## src/rtl/tnn_pkg.sv

```systemverilog
// Shared types and constants for the ternary neuron datapath.
package tnn_pkg;

   localparam int DEF_PC_W = 5;

   typedef enum logic {
      ACCUM = 1'b0,
      HOLD  = 1'b1
   } state_e;

   localparam logic [1:0] ACT_POS  = 2'b01;
   localparam logic [1:0] ACT_NEG  = 2'b11;
   localparam logic [1:0] ACT_ZERO = 2'b00;

endpackage

```

## src/rtl/tnn_thresh_cmp.sv

```systemverilog
// Maps a signed neuron sum to an activation code against thresholds.
// TNN_TERNARY_OUT_EN selects ternary output; otherwise binary (thr_lo absent).
module tnn_thresh_cmp
   import tnn_pkg::*;
#(
   parameter int ACC_W = 8
) (
`ifdef TNN_TERNARY_OUT_EN
   input  logic signed [ACC_W-1:0] thr_lo_i,
`endif
   input  logic signed [ACC_W-1:0] sum_i,
   input  logic signed [ACC_W-1:0] thr_hi_i,
   output logic        [1:0]       act_o
);

   logic ge_hi;

   assign ge_hi = (sum_i >= thr_hi_i);

`ifdef TNN_TERNARY_OUT_EN
   logic le_lo;

   assign le_lo = (sum_i <= thr_lo_i);

   // Upper threshold wins when the two ranges overlap
   always_comb begin
      act_o = ACT_ZERO;
      if (ge_hi) begin
         act_o = ACT_POS;
      end else if (le_lo) begin
         act_o = ACT_NEG;
      end
   end
`else
   assign act_o = ge_hi ? ACT_POS : ACT_ZERO;
`endif

endmodule

```

## src/rtl/tnn_popcount_accum.sv

```systemverilog
// Accumulates pos/neg popcount deltas over NUM_CHUNKS beats, then thresholds.
// Define TNN_TERNARY_OUT_EN for ternary output; default is a binary neuron.
module tnn_popcount_accum
   import tnn_pkg::*;
#(
   parameter int NUM_CHUNKS = 4,
   parameter int PC_W       = DEF_PC_W,
   parameter int ACC_W      = $clog2(31*NUM_CHUNKS+1)+1
) (
   input  logic                    clk,
   input  logic                    rst_n,
   input  logic                    in_valid,
   output logic                    in_ready,
   input  logic        [PC_W-1:0]  pc_pos,
   input  logic        [PC_W-1:0]  pc_neg,
   input  logic signed [ACC_W-1:0] thr_hi,
   input  logic signed [ACC_W-1:0] thr_lo,
   output logic                    out_valid,
   input  logic                    out_ready,
   output logic        [1:0]       out_act,
   output logic signed [ACC_W-1:0] out_sum
);

   localparam int CNT_W = $clog2(NUM_CHUNKS);
   localparam logic [CNT_W-1:0] LAST = CNT_W'(NUM_CHUNKS-1);

   state_e                  state_q, state_d;
   logic signed [ACC_W-1:0] acc_q, acc_d;
   logic signed [ACC_W-1:0] sum_q, sum_d;
   logic        [CNT_W-1:0] cnt_q, cnt_d;
   logic        [1:0]       act_q, act_d;
   logic signed [ACC_W-1:0] delta;
   logic signed [ACC_W-1:0] final_sum;
   logic        [1:0]       act_c;

   assign delta     = $signed(ACC_W'(pc_pos)) - $signed(ACC_W'(pc_neg));
   assign final_sum = acc_q + delta;

   tnn_thresh_cmp #(
      .ACC_W    (ACC_W)
   ) u_cmp (
`ifdef TNN_TERNARY_OUT_EN
      .thr_lo_i (thr_lo),
`endif
      .sum_i    (final_sum),
      .thr_hi_i (thr_hi),
      .act_o    (act_c)
   );

`ifndef TNN_TERNARY_OUT_EN
   logic unused_thr_lo;
   assign unused_thr_lo = ^thr_lo;
`endif

   assign in_ready  = (state_q == ACCUM);
   assign out_valid = (state_q == HOLD);
   assign out_sum   = sum_q;
   assign out_act   = act_q;

   always_comb begin
      state_d = state_q;
      acc_d   = acc_q;
      cnt_d   = cnt_q;
      sum_d   = sum_q;
      act_d   = act_q;
      unique case (state_q)
         ACCUM: begin
            if (in_valid) begin
               if (cnt_q == LAST) begin
                  sum_d   = final_sum;
                  act_d   = act_c;
                  acc_d   = '0;
                  cnt_d   = '0;
                  state_d = HOLD;
               end else begin
                  acc_d = final_sum;
                  cnt_d = cnt_q + 1'b1;
               end
            end
         end
         HOLD: begin
            if (out_ready) begin
               state_d = ACCUM;
            end
         end
         default: state_d = ACCUM;
      endcase
   end

   always_ff @(posedge clk or negedge rst_n) begin
      if (!rst_n) begin
         state_q <= ACCUM;
         acc_q   <= '0;
         cnt_q   <= '0;
         sum_q   <= '0;
         act_q   <= ACT_ZERO;
      end else begin
         state_q <= state_d;
         acc_q   <= acc_d;
         cnt_q   <= cnt_d;
         sum_q   <= sum_d;
         act_q   <= act_d;
      end
   end

endmodule

```

## config.mk

```make
export PLATFORM = sky130hd
export DESIGN_NAME = tnn_popcount_accum
export DESIGN_NICKNAME = d
export VERILOG_FILES = /design/src/rtl/tnn_pkg.sv /design/src/rtl/tnn_thresh_cmp.sv /design/src/rtl/tnn_popcount_accum.sv
export SDC_FILE = /design/constraint.sdc
export NUM_CORES = 1
export LEC_CHECK = 0
export ABC_AREA = 1
export BUFFER_PORTS_ARGS = -buffer_cell sky130_fd_sc_hd__buf_4
export CAP_MARGIN = 20
export CORE_MARGIN = 2
export CORE_UTILIZATION = 47
export CTS_CLUSTER_SIZE = 16
export DETAILED_ROUTE_END_ITERATION = 12
export GPL_TIMING_DRIVEN = 1
export MAX_ROUTING_LAYER = met4
export PLACE_DENSITY = 0.74
export SLEW_MARGIN = 20
export SYNTH_ARGS = -nofsm -noshare
export SYNTH_HDL_FRONTEND = slang
export SYNTH_SLANG_ARGS = --single-unit
```

## constraint.sdc

```tcl
create_clock -name clk -period 2.4 [get_ports clk]
set_input_delay 0.12 -clock clk [delete_from_list [all_inputs] [get_ports clk]]
set_output_delay 0.12 -clock clk [all_outputs]
set_load 0.1 [all_outputs]
```

==> run metrics, run 1 <==
status complete, but fails checks; violated checks negative setup slack; biggest area consumer among synthesized cells dfrtp_1; Syn Nets 263; vias per cell 4.681; Warnings, synthesis 0; flops & latches, synth 20; # IOs 42; Reg-to-Reg End out_act[0]; GP Congestion 0.8309; die height 61.99 µm; dominant cell by count in the synthesized netlist nand2_1; max-cap viol count 0; Finished Cell Area 2213 µm²; delay-heaviest family, CP simple AND/OR/NAND/NOR gates; H-tree Lvls 1; Post-Route Skew 0.008916 ns; CP max-delay cell fa_2; HP Class input port to asynchronous set/reset pin; sequential cell area fraction in the yosys report 31.67%; die span in x 61.99 µm; Critical Path AT 2.96 ns; clk slew on worst S/H paths 0.12 ns; commonest register cell after synthesis dfrtp_1; first drt pass iteration count 4; count of different cell masters after synthesis 25; Power per Cell Area 1545 nW/µm²; power after layout 3.419 mW; CP max stage delay 0.40 ns; crit path cell chain buf_6, inv_4, ha_4, inv_4, fa_2, nand3_2, nand2_2, xor2_2, ha_1, nand2_1, nand2_1, nand2_1, nand2_2, a21oi_2, nand3_2, and2_4, ha_4, a21o_1, nor2_2, nand3_2, nand2_1, nor2_1, nor2_1; critical path capture point type flip-flop; clock sink count 20; Final Cycle Share 113.4%; R2R Path Start acc_q[0]; CTS tree done; Die Area 3842 µm²; final core occ 67.39%; most instantiated cells after synthesis 61 x nand2_1, 38 x inv_1, 22 x ha_1; fraction of layout cells with a size suffix above 1 34.46%; crit path kind input port to flip-flop; worst-path fanout max 3; WHS 0.2173 ns; initial antenna violation count 0; fmax 367.4 MHz; Core Area 3284 µm²; via count 1465; Final ANT Viol Nets 0; Setup Viol. Count Final 1; Crit path top cell by count nand2_1; Core Rows 21; Final Hold Viols 0; CP required 2.64 ns; peak supply drop 830.6 µV; area delta synth->final 40.06%; WL final 3440 µm; WL per Instance 10.99 µm; pin count of the biggest net entering global routing 21; first-pass GRT wire length 5513 µm; Max Slew Vio Count 0; DP HPWL 2659 µm; Leak Pwr 1.252 nW; RSZ-0062 raised after global routing true; Avg Cell Area, Syn 7.561 µm²; CP Buf/Inv Count 3; Mapped Area 1580 µm²; n_diodes 0; aggregate global routing overflow 0; Fillers 271; share of the synthesized area in the top cell type 31.67%; gr usage total 20.04%; CTS Root Cell clkbuf_4; flop-to-flop setup slack -0.12 ns; EDFF count, synth 0; Layout Nets 322; I/O Buffers 32; Num CTS Buffers 3; Iter 0 DRT Violations 49; Final min period 2.722 ns; Placed Area 2034 µm²; DRC Markers 0; R2R cell count 15; Worst-Skew Late Latency 0.31 ns; vias in the first global route 1317; deepest clock path buffer count 2; Post-Syn Instances 209; starting density of the core 48.11%; CP Launch Type input port; PnR worst setup slack -0.3216 ns; top cells by area, synth dfrtp_1 32%, ha_1 17%, nand2_1 14%; FFs w/ async S/R, synth 100.0%
metal layers:
metal,GRT usage (%),vias to the layer above,routed length [µm]
met1,23.58,660,1532
met4,2.736,0,15
met3,4.348,4,112
met2,35.71,30,1780
met5,-,-,0
li1,-,771,-
state kept, by name, indices dropped and copies added (netlist names):
name / flops
out_act: 1
cnt_q: 2
out_sum: 8
out_valid: 1
acc_q: 8
cell families (layout without fill, tap and decap cells):
group | after synthesis | count (layout) | synth area share, %
xor+xnor | 7 | 7 | 4.830
other cells | 1 | 1 | 0.2373
compound gates | 24 | 24 | 8.314
buf+inv | 41 | 99 | 10.06
fa+ha+maj | 24 | 24 | 19.95
flops | 20 | 20 | 31.67
simple gates | 92 | 92 | 24.94
worst register-to-register path: stages, from the launching register on:
cell and delay (ns):
dfrtp_1 0.40, ha_1 0.22, fa_1 0.39, nand3_1 0.10, nand2_1 0.08, nand3_1 0.11, nand3b_1 0.10, and2_1 0.18
ha_1 0.31, nand2_4 0.07, nor2_4 0.11, nand2_2 0.07, nand3_2 0.07, nand2_1 0.05, nor2_1 0.10, nor2_1 0.05
where the power goes:
part           internal (mW)  leakage, nW  total (mW)  switching [mW]
Clock                  0.169       0.0279       0.279           0.110
Sequential             0.496        0.248       0.601           0.105
Combinational          0.937        0.976        2.54            1.60
what timing repair did:
action / CTS / global route
pin swaps: 3 / 22
resized for setup: 6 / 20
setup buffers: 0 / 1
setup endpoints to repair: 1 / 1
hold buffers: 2 / 0
hold endpoints to repair: 21 / 0
area by class of cell:
cell class              count  area, µm²  area share (%)
multi-input cells         148       1013           45.79
flip-flops and latches     20      501.7           22.67
clock buffers               3      22.52           1.018
clock inverters             1      30.03           1.357
inverters                  38      151.4           6.840
repair buffers             57      436.7           19.73
well taps                  46      57.56           2.600
through the flow:
stage	TNS (ns)	cells	worst slack [ns]
floorplan	-0.3754	209	-0.3754
global placement	-0.5154	306	-0.5154
detailed placement	-0.5915	306	-0.5915
CTS	-0.1551	312	-0.1551
global route	-0.4649	313	-0.4649
finish	-0.3216	313	-0.3216
layout by cell type (no fill, tap or decap), drive strengths merged:
cell type / instances
fa: 2
a21o: 1
nand3b: 1
a21oi: 10
nor2: 10
conb: 1
dfrtp: 20
and2: 2
nand4: 2
clkbuf: 3
clkinvlp: 1
bufinv: 1
inv: 37
xor2: 6
buf: 55
xnor2: 1
a31oi: 1
nand3: 12
nand2: 65
dlygate4sd3: 2
ha: 22
o21ai: 12
how the worst max path moves through the flow:
stage	slack, ns	to	startpoint	depth (start not counted)
CTS	-0.16	out_act[0]	pc_pos[0]	24
global route	-0.46	out_act[0]	pc_pos[0]	23
global placement	-0.52	out_act[0]	pc_pos[0]	24
floorplan	-0.38	out_act[0]	pc_pos[0]	21
detailed placement	-0.59	out_act[0]	pc_pos[0]	24
finish	-0.32	out_act[0]	pc_pos[0]	23
(Power assumes the default switching activity.)
==> inputs of run 2 (changes only) <==
Settings changed: ABC_AREA 1 to 0, PLACE_DENSITY 0.74 to 0.75.
==> run 2 against run 1 <==
Effect of this change:
- the run still ends with negative setup slack left
- final cell count down 16%
- sequential cell count unchanged
- fmax down 2.7%
- hold slack worse by 0.016 ns
- wire length up 9.6%
- clock skew up 0.0043 ns
- highest routed layer unchanged
- setup slack worse by 0.075 ns
- synthesized cell count down 26%
==> run metrics, run 2 <==
n_diodes 0 (unchanged); Placed Area 1998 µm² (-1.8%); violated checks negative setup slack; sequential cell area 501.7 µm² (unchanged); Die Area 3739 µm² (-2.7%); sequential cell area fraction in the yosys report 32.60% (+0.93 points); Final Hold Viols 0 (unchanged); worst-path fanout max 2 (-1); pin count of the biggest net entering global routing 21 (unchanged); gr usage total 22.27% (+2.2 points); die height 61.15 µm (-1.3%); Warnings, synthesis 0 (unchanged); first drt pass iteration count 4 (unchanged); share of the synthesized area in the top cell type 32.60% (+0.93 points); H-tree Lvls 1 (unchanged); WL per Instance 14.39 µm (+31%); via count 1366 (-6.8%); GP Congestion 0.8990 (+8.2%); Syn Nets 209 (-21%); initial antenna violation count 0 (unchanged); Post-Syn Instances 155 (-26%); highest-count cells in the layout ignoring fill and taps 56 x buf_4, 21 x ha_1, 19 x dfrtp_1; EDFF count, synth 0 (unchanged); Setup Viol. Count Final 3 (+2); Num CTS Buffers 3 (unchanged); Mapped Area 1535 µm² (-2.9%); critical path capture point type flip-flop; most instantiated cells after synthesis 22 x ha_1, 21 x inv_1, 20 x dfrtp_1; PnR worst setup slack -0.3968 ns (-0.07516 ns); Core Rows 20 (-4.8%); CTS tree done; Layout Cells excl Fill 262 (-16%); Worst Max-Slew Pin Slew 0.5068 ns; placed cell count 248 (-19%); CP Launch Type input port; dpl ws -0.8025 ns (-0.2110 ns); Iter 0 DRT Violations 39 (-20%); Layout Nets 273 (-15%); # IOs 42 (unchanged); area delta synth->final 41.08%; Setup TNS -0.9374 ns (-0.6158 ns); Avg Cell Area, Syn 9.905 µm² (+31%); dominant cell by count in the synthesized netlist ha_1; Final ANT Viol Nets 0 (unchanged); Final min period 2.797 ns (+0.07516 ns); clk slew on worst S/H paths 0.12 ns (about the same); commonest register cell after synthesis dfrtp_1; deepest clock path buffer count 2 (unchanged); biggest area consumer among synthesized cells dfrtp_1; die span in x 61.15 µm (-1.3%); vias in the first global route 1390 (+5.5%); most common cell after layout, fill and taps aside buf_4; aggregate global routing overflow 0 (unchanged); Rel. slew slack 66.13%; Worst-Skew Late Latency 0.32 ns (about the same); Finished Cell Area 2166 µm² (-2.1%); clock sink count 20 (unchanged); flops & latches, synth 20 (unchanged); CP required 2.61 ns (-0.03 ns); Critical Path AT 3.01 ns (+0.05 ns); WL final 3771 µm (+9.6%); Post-Route Skew 0.01320 ns (+0.004281 ns); CTS Root Cell clkbuf_4; fmax 357.6 MHz (-2.7%); Max Slew Vio Count 0 (unchanged); I/O Buffers 32 (unchanged); FFs w/ async S/R, synth 100.0% (unchanged); first-pass GRT wire length 5982 µm (+8.5%); DP HPWL 2874 µm (+8.1%); fraction of layout cells with a size suffix above 1 40.83% (+6.4 points); Multi-input gate area 972.2 µm² (-4.1%); Core Area 3078 µm² (-6.3%); crit path kind input port to flip-flop; starting density of the core 49.88% (+1.8 points); RSZ-0062 raised after global routing true; top cells by area, synth dfrtp_1 33%, ha_1 18%, inv_1 5.1%; max-cap viol count 0 (unchanged); status complete, but fails checks; Fillers 239 (-12%); Final Cycle Share 116.5% (+3.1 points); count of different cell masters after synthesis 41 (+64%); vias per cell 5.214 (+11%); HP Class input port to asynchronous set/reset pin; DRC Markers 0 (unchanged)
==> run 2: cell count changes in the layout (fill, tap and decap cells not counted), sizes merged, moves of 5 or more <==
cell,delta
nand3,-12
nand2,-50
mux2,+5
inv,-17
a21o,+5
buf,+5
==> run 2: stage by stage <==
stage | hold WS, ns | utilization, %
4_1_cts | 0.2002 | 69.51
6_report | 0.2015 | 70.37
3_3_place_gp | 0.006485 | 64.92
5_1_grt | 0.2095 | 70.37
2_1_floorplan | -0.1756 | -
3_5_place_dp | 0.01085 | 64.92
==> run 2: timing repair <==
item,4_1_cts,5_1_grt
hold buffers,2,0
gates resized for setup,7,2
gates cloned,0,0
setup buffers,8,3
endpoints found under the hold margin,21,0
pin swaps,11,5
endpoints found under the setup margin,3,5
==> run 2: worst paths after layout <==
check	startpoint	end	slack, ns	cells past startpoint
min in group clk	in_valid	cnt_q[1]	0.21	4
worst max register to register	acc_q[0]	out_act[0]	-0.26	12
max in group asynchronous	rst_n	out_sum[4]	1.98	2
worst min-delay path	rst_n	out_valid	0.20	2
worst min register to register	cnt_q[1]	cnt_q[1]	0.50	2
worst max-delay path	pc_pos[0]	out_sum[7]	-0.40	19
==> run 2: cell type report <==
| cell class | instances | area share (%) |
|---|---|---|
| Timing Repair Buffer | 62 | 22.59 |
| Inverter | 21 | 4.391 |
| Sequential cell | 20 | 23.17 |
| Tap cell | 44 | 2.542 |
| Multi-Input combinational cell | 111 | 44.89 |
| Clock buffer | 3 | 1.040 |
| Clock inverter | 1 | 1.386 |
==> run 2: layer usage <==
| layer | routed length [µm] | track usage [%] |
|---|---|---|
| met1 | 1483 | 24.93 |
| met2 | 2107 | 40.88 |
| met3 | 140 | 4.412 |
| met4 | 39 | 4.348 |
| met5 | 0 | - |
==> run 2: logic make-up (layout without fill, tap and decap cells) <==
family / Yosys count / after routing / share of synthesized area, %
and+or+nand+nor: 32 / 32 / 9.780
other: 1 / 1 / 0.2443
DFF: 20 / 20 / 32.60
muxes: 5 / 5 / 3.667
adders and majority gates: 24 / 24 / 20.54
buffers and inverters: 24 / 87 / 6.602
AOI/OAI and AO/OA: 41 / 41 / 22.01
xor gates and xnor gates: 8 / 8 / 4.564
==> run 2: critical path, stage by stage <==
cell and delay (ns):
buf_8 0.11, inv_12 0.04, ha_4 0.12, inv_2 0.03, fa_2 0.33, a21o_1 0.17, a21oi_2 0.17, xnor2_2 0.09
ha_1 0.31, o211ai_1 0.14, o211a_1 0.28, a31oi_4 0.17, nand2_2 0.08, buf_4 0.14, buf_4 0.12, buf_6 0.10
buf_6 0.10, buf_6 0.10, a221o_1 0.28
Power of run 2 is left out: the tool's default activity adds up to more than one toggle a clock period on the data nets, which glitch-free logic cannot reach.
==> inputs of run 3 (changes only) <==
Settings changed: CELL_PAD_IN_SITES_DETAIL_PLACEMENT set to 1, CELL_PAD_IN_SITES_GLOBAL_PLACEMENT set to 2, CORE_UTILIZATION 47 to 34, PLACE_DENSITY 0.75 to 0.83.
Clock period 2.4 ns to 3.6 ns, I/O delays scaled along.
==> run 3 against run 2 <==
Effect of this change:
- the flow now finishes without violations
- via count down 8.3%
- clock-buffer cell count unchanged
- critical path type unchanged
- clock skew shrank 0.0054 ns
- utilization is 26 points lower
- critical endpoint is now out_act[0]
- sequential share of layout area rose by 2.9 points
==> run metrics, run 3 (synthesis results as in run 2) <==
status finished clean; final core occ 44.05% (-26 points); fraction of layout cells with a size suffix above 1 27.75% (-13 points); clock sink count 20 (unchanged); DP HPWL 3036 µm (+5.6%); pin count of the biggest net entering global routing 21 (unchanged); die height 71.20 µm (+16%); WL per Instance 14.96 µm (+3.9%); WHS 0.09558 ns (-0.1059 ns); Layout Cells excl Fill 243 (-7.3%); initial antenna violation count 0 (unchanged); crit path kind input port to flip-flop; max-cap viol count 0 (unchanged); Fillers 504 (+110%); area delta synth->final 24.94%; GP Congestion 0.7809 (-13%); WL final 3635 µm (-3.6%); deepest clock path buffer count 2 (unchanged); Setup Viol. Count Final 0 (-3); CTS tree done; Core Area 4354 µm² (+41%); Die Area 5069 µm² (+36%); fmax 308.9 MHz; CP required 3.78 ns (+1.17 ns); Final min period 3.237 ns; Final Cycle Share 89.92%; Core Rows 24 (+20%); clk slew on worst S/H paths 0.08 ns (-0.04 ns); first drt pass iteration count 4 (unchanged); vias per cell 5.156 (-1.1%); placed cell count 238 (-4.0%); most common cell after layout, fill and taps aside buf_4; Critical Path AT 3.42 ns (+0.41 ns); Max Slew Vio Count 0 (unchanged); dpl ws -0.01055 ns (+0.7920 ns); I/O Buffers 32 (unchanged); Final Hold Viols 0 (unchanged); starting density of the core 35.26% (-15 points); via count 1253 (-8.3%); PnR worst setup slack 0.3628 ns (+0.7596 ns); gr usage total 15.88% (-6.4 points); RSZ-0062 raised after global routing false; first-pass GRT wire length 6279 µm (+5.0%); Post-Route Skew 0.007824 ns (-0.005374 ns); die span in x 71.20 µm (+16%); critical path capture point type flip-flop; Worst-Skew Late Latency 0.26 ns (-0.06 ns); # IOs 42 (unchanged); H-tree Lvls 1 (unchanged); n_diodes 0 (unchanged); highest-count cells in the layout ignoring fill and taps 34 x buf_4, 22 x ha_1, 21 x inv_1; CTS Root Cell clkbuf_8; Final ANT Viol Nets 0 (unchanged); HP Class input port to flip-flop; DRC Markers 0 (unchanged); Layout Nets 246 (-9.9%); CP Launch Type input port; Iter 0 DRT Violations 49 (+26%); aggregate global routing overflow 0 (unchanged); Num CTS Buffers 3 (unchanged); vias in the first global route 1387 (-0.22%); worst-path fanout max 4 (+2)
-- run 3: what timing repair did --
action	in CTS	in global routing
gates resized for setup	0	1
hold buffers	1	0
hold endpoints to repair	20	0
endpoints found under the setup margin	0	1
buffers inserted	0	0
-- run 3: final cells by class --
cell class	count	area, µm²	area share, %
multi-input combinational	111	937.1	48.86
sequential	20	500.5	26.09
timing repair buffer	35	265.3	13.83
inverter	21	78.83	4.110
tap	52	65.06	3.392
clock buffer	3	41.29	2.153
clock inverter	1	30.03	1.566
-- run 3: stage by stage --
stage	setup TNS [ns]	instance area (µm²)
3_5_place_dp	-0.01055	1833
3_3_place_gp	0	1833
2_1_floorplan	0	1535
4_1_cts	0	1914
6_report	0	1918
5_1_grt	0	1918
-- run 3: final timing paths --
| kind | from | end | slack, ns | cells past startpoint |
|---|---|---|---|---|
| hold reg to reg | out_sum[6] | out_sum[6] | 0.50 | 2 |
| hold / removal | out_ready | out_valid | 0.1 | 2 |
| setup / recovery | pc_pos[0] | out_act[0] | 0.36 | 19 |
| min in group asynchronous | rst_n | out_sum[2] | 0.33 | 2 |
| max in group asynchronous | rst_n | acc_q[6] | 3.04 | 2 |
| setup reg to reg | acc_q[0] | out_act[0] | 0.73 | 12 |
-- run 3: worst max-delay path, cell delays in order --
cell      delay [ns]
buf_4           0.11
inv_1           0.04
ha_1            0.17
inv_1           0.06
fa_1            0.41
a21o_1          0.18
a21oi_1         0.17
xnor2_1         0.12
ha_1            0.32
o211ai_1        0.16
o211a_1         0.27
a31oi_4         0.21
nand2_2         0.09
xor2_1          0.16
ha_1            0.33
nand4_1         0.12
nor2_1          0.13
a21oi_1         0.07
o21ai_0         0.15
-- run 3: layer usage --
| metal | share of wire [%] | vias to the layer above | global-route usage, % |
|---|---|---|---|
| met5 | 0 | - | - |
| met3 | 3.0 | 2 | 3.419 |
| met2 | 54 | 18 | 29.42 |
| met4 | 0.11 | 0 | 1.258 |
| met1 | 43 | 623 | 18.15 |
| li1 | - | 610 | - |
Power of run 3 is left out for the same reason.
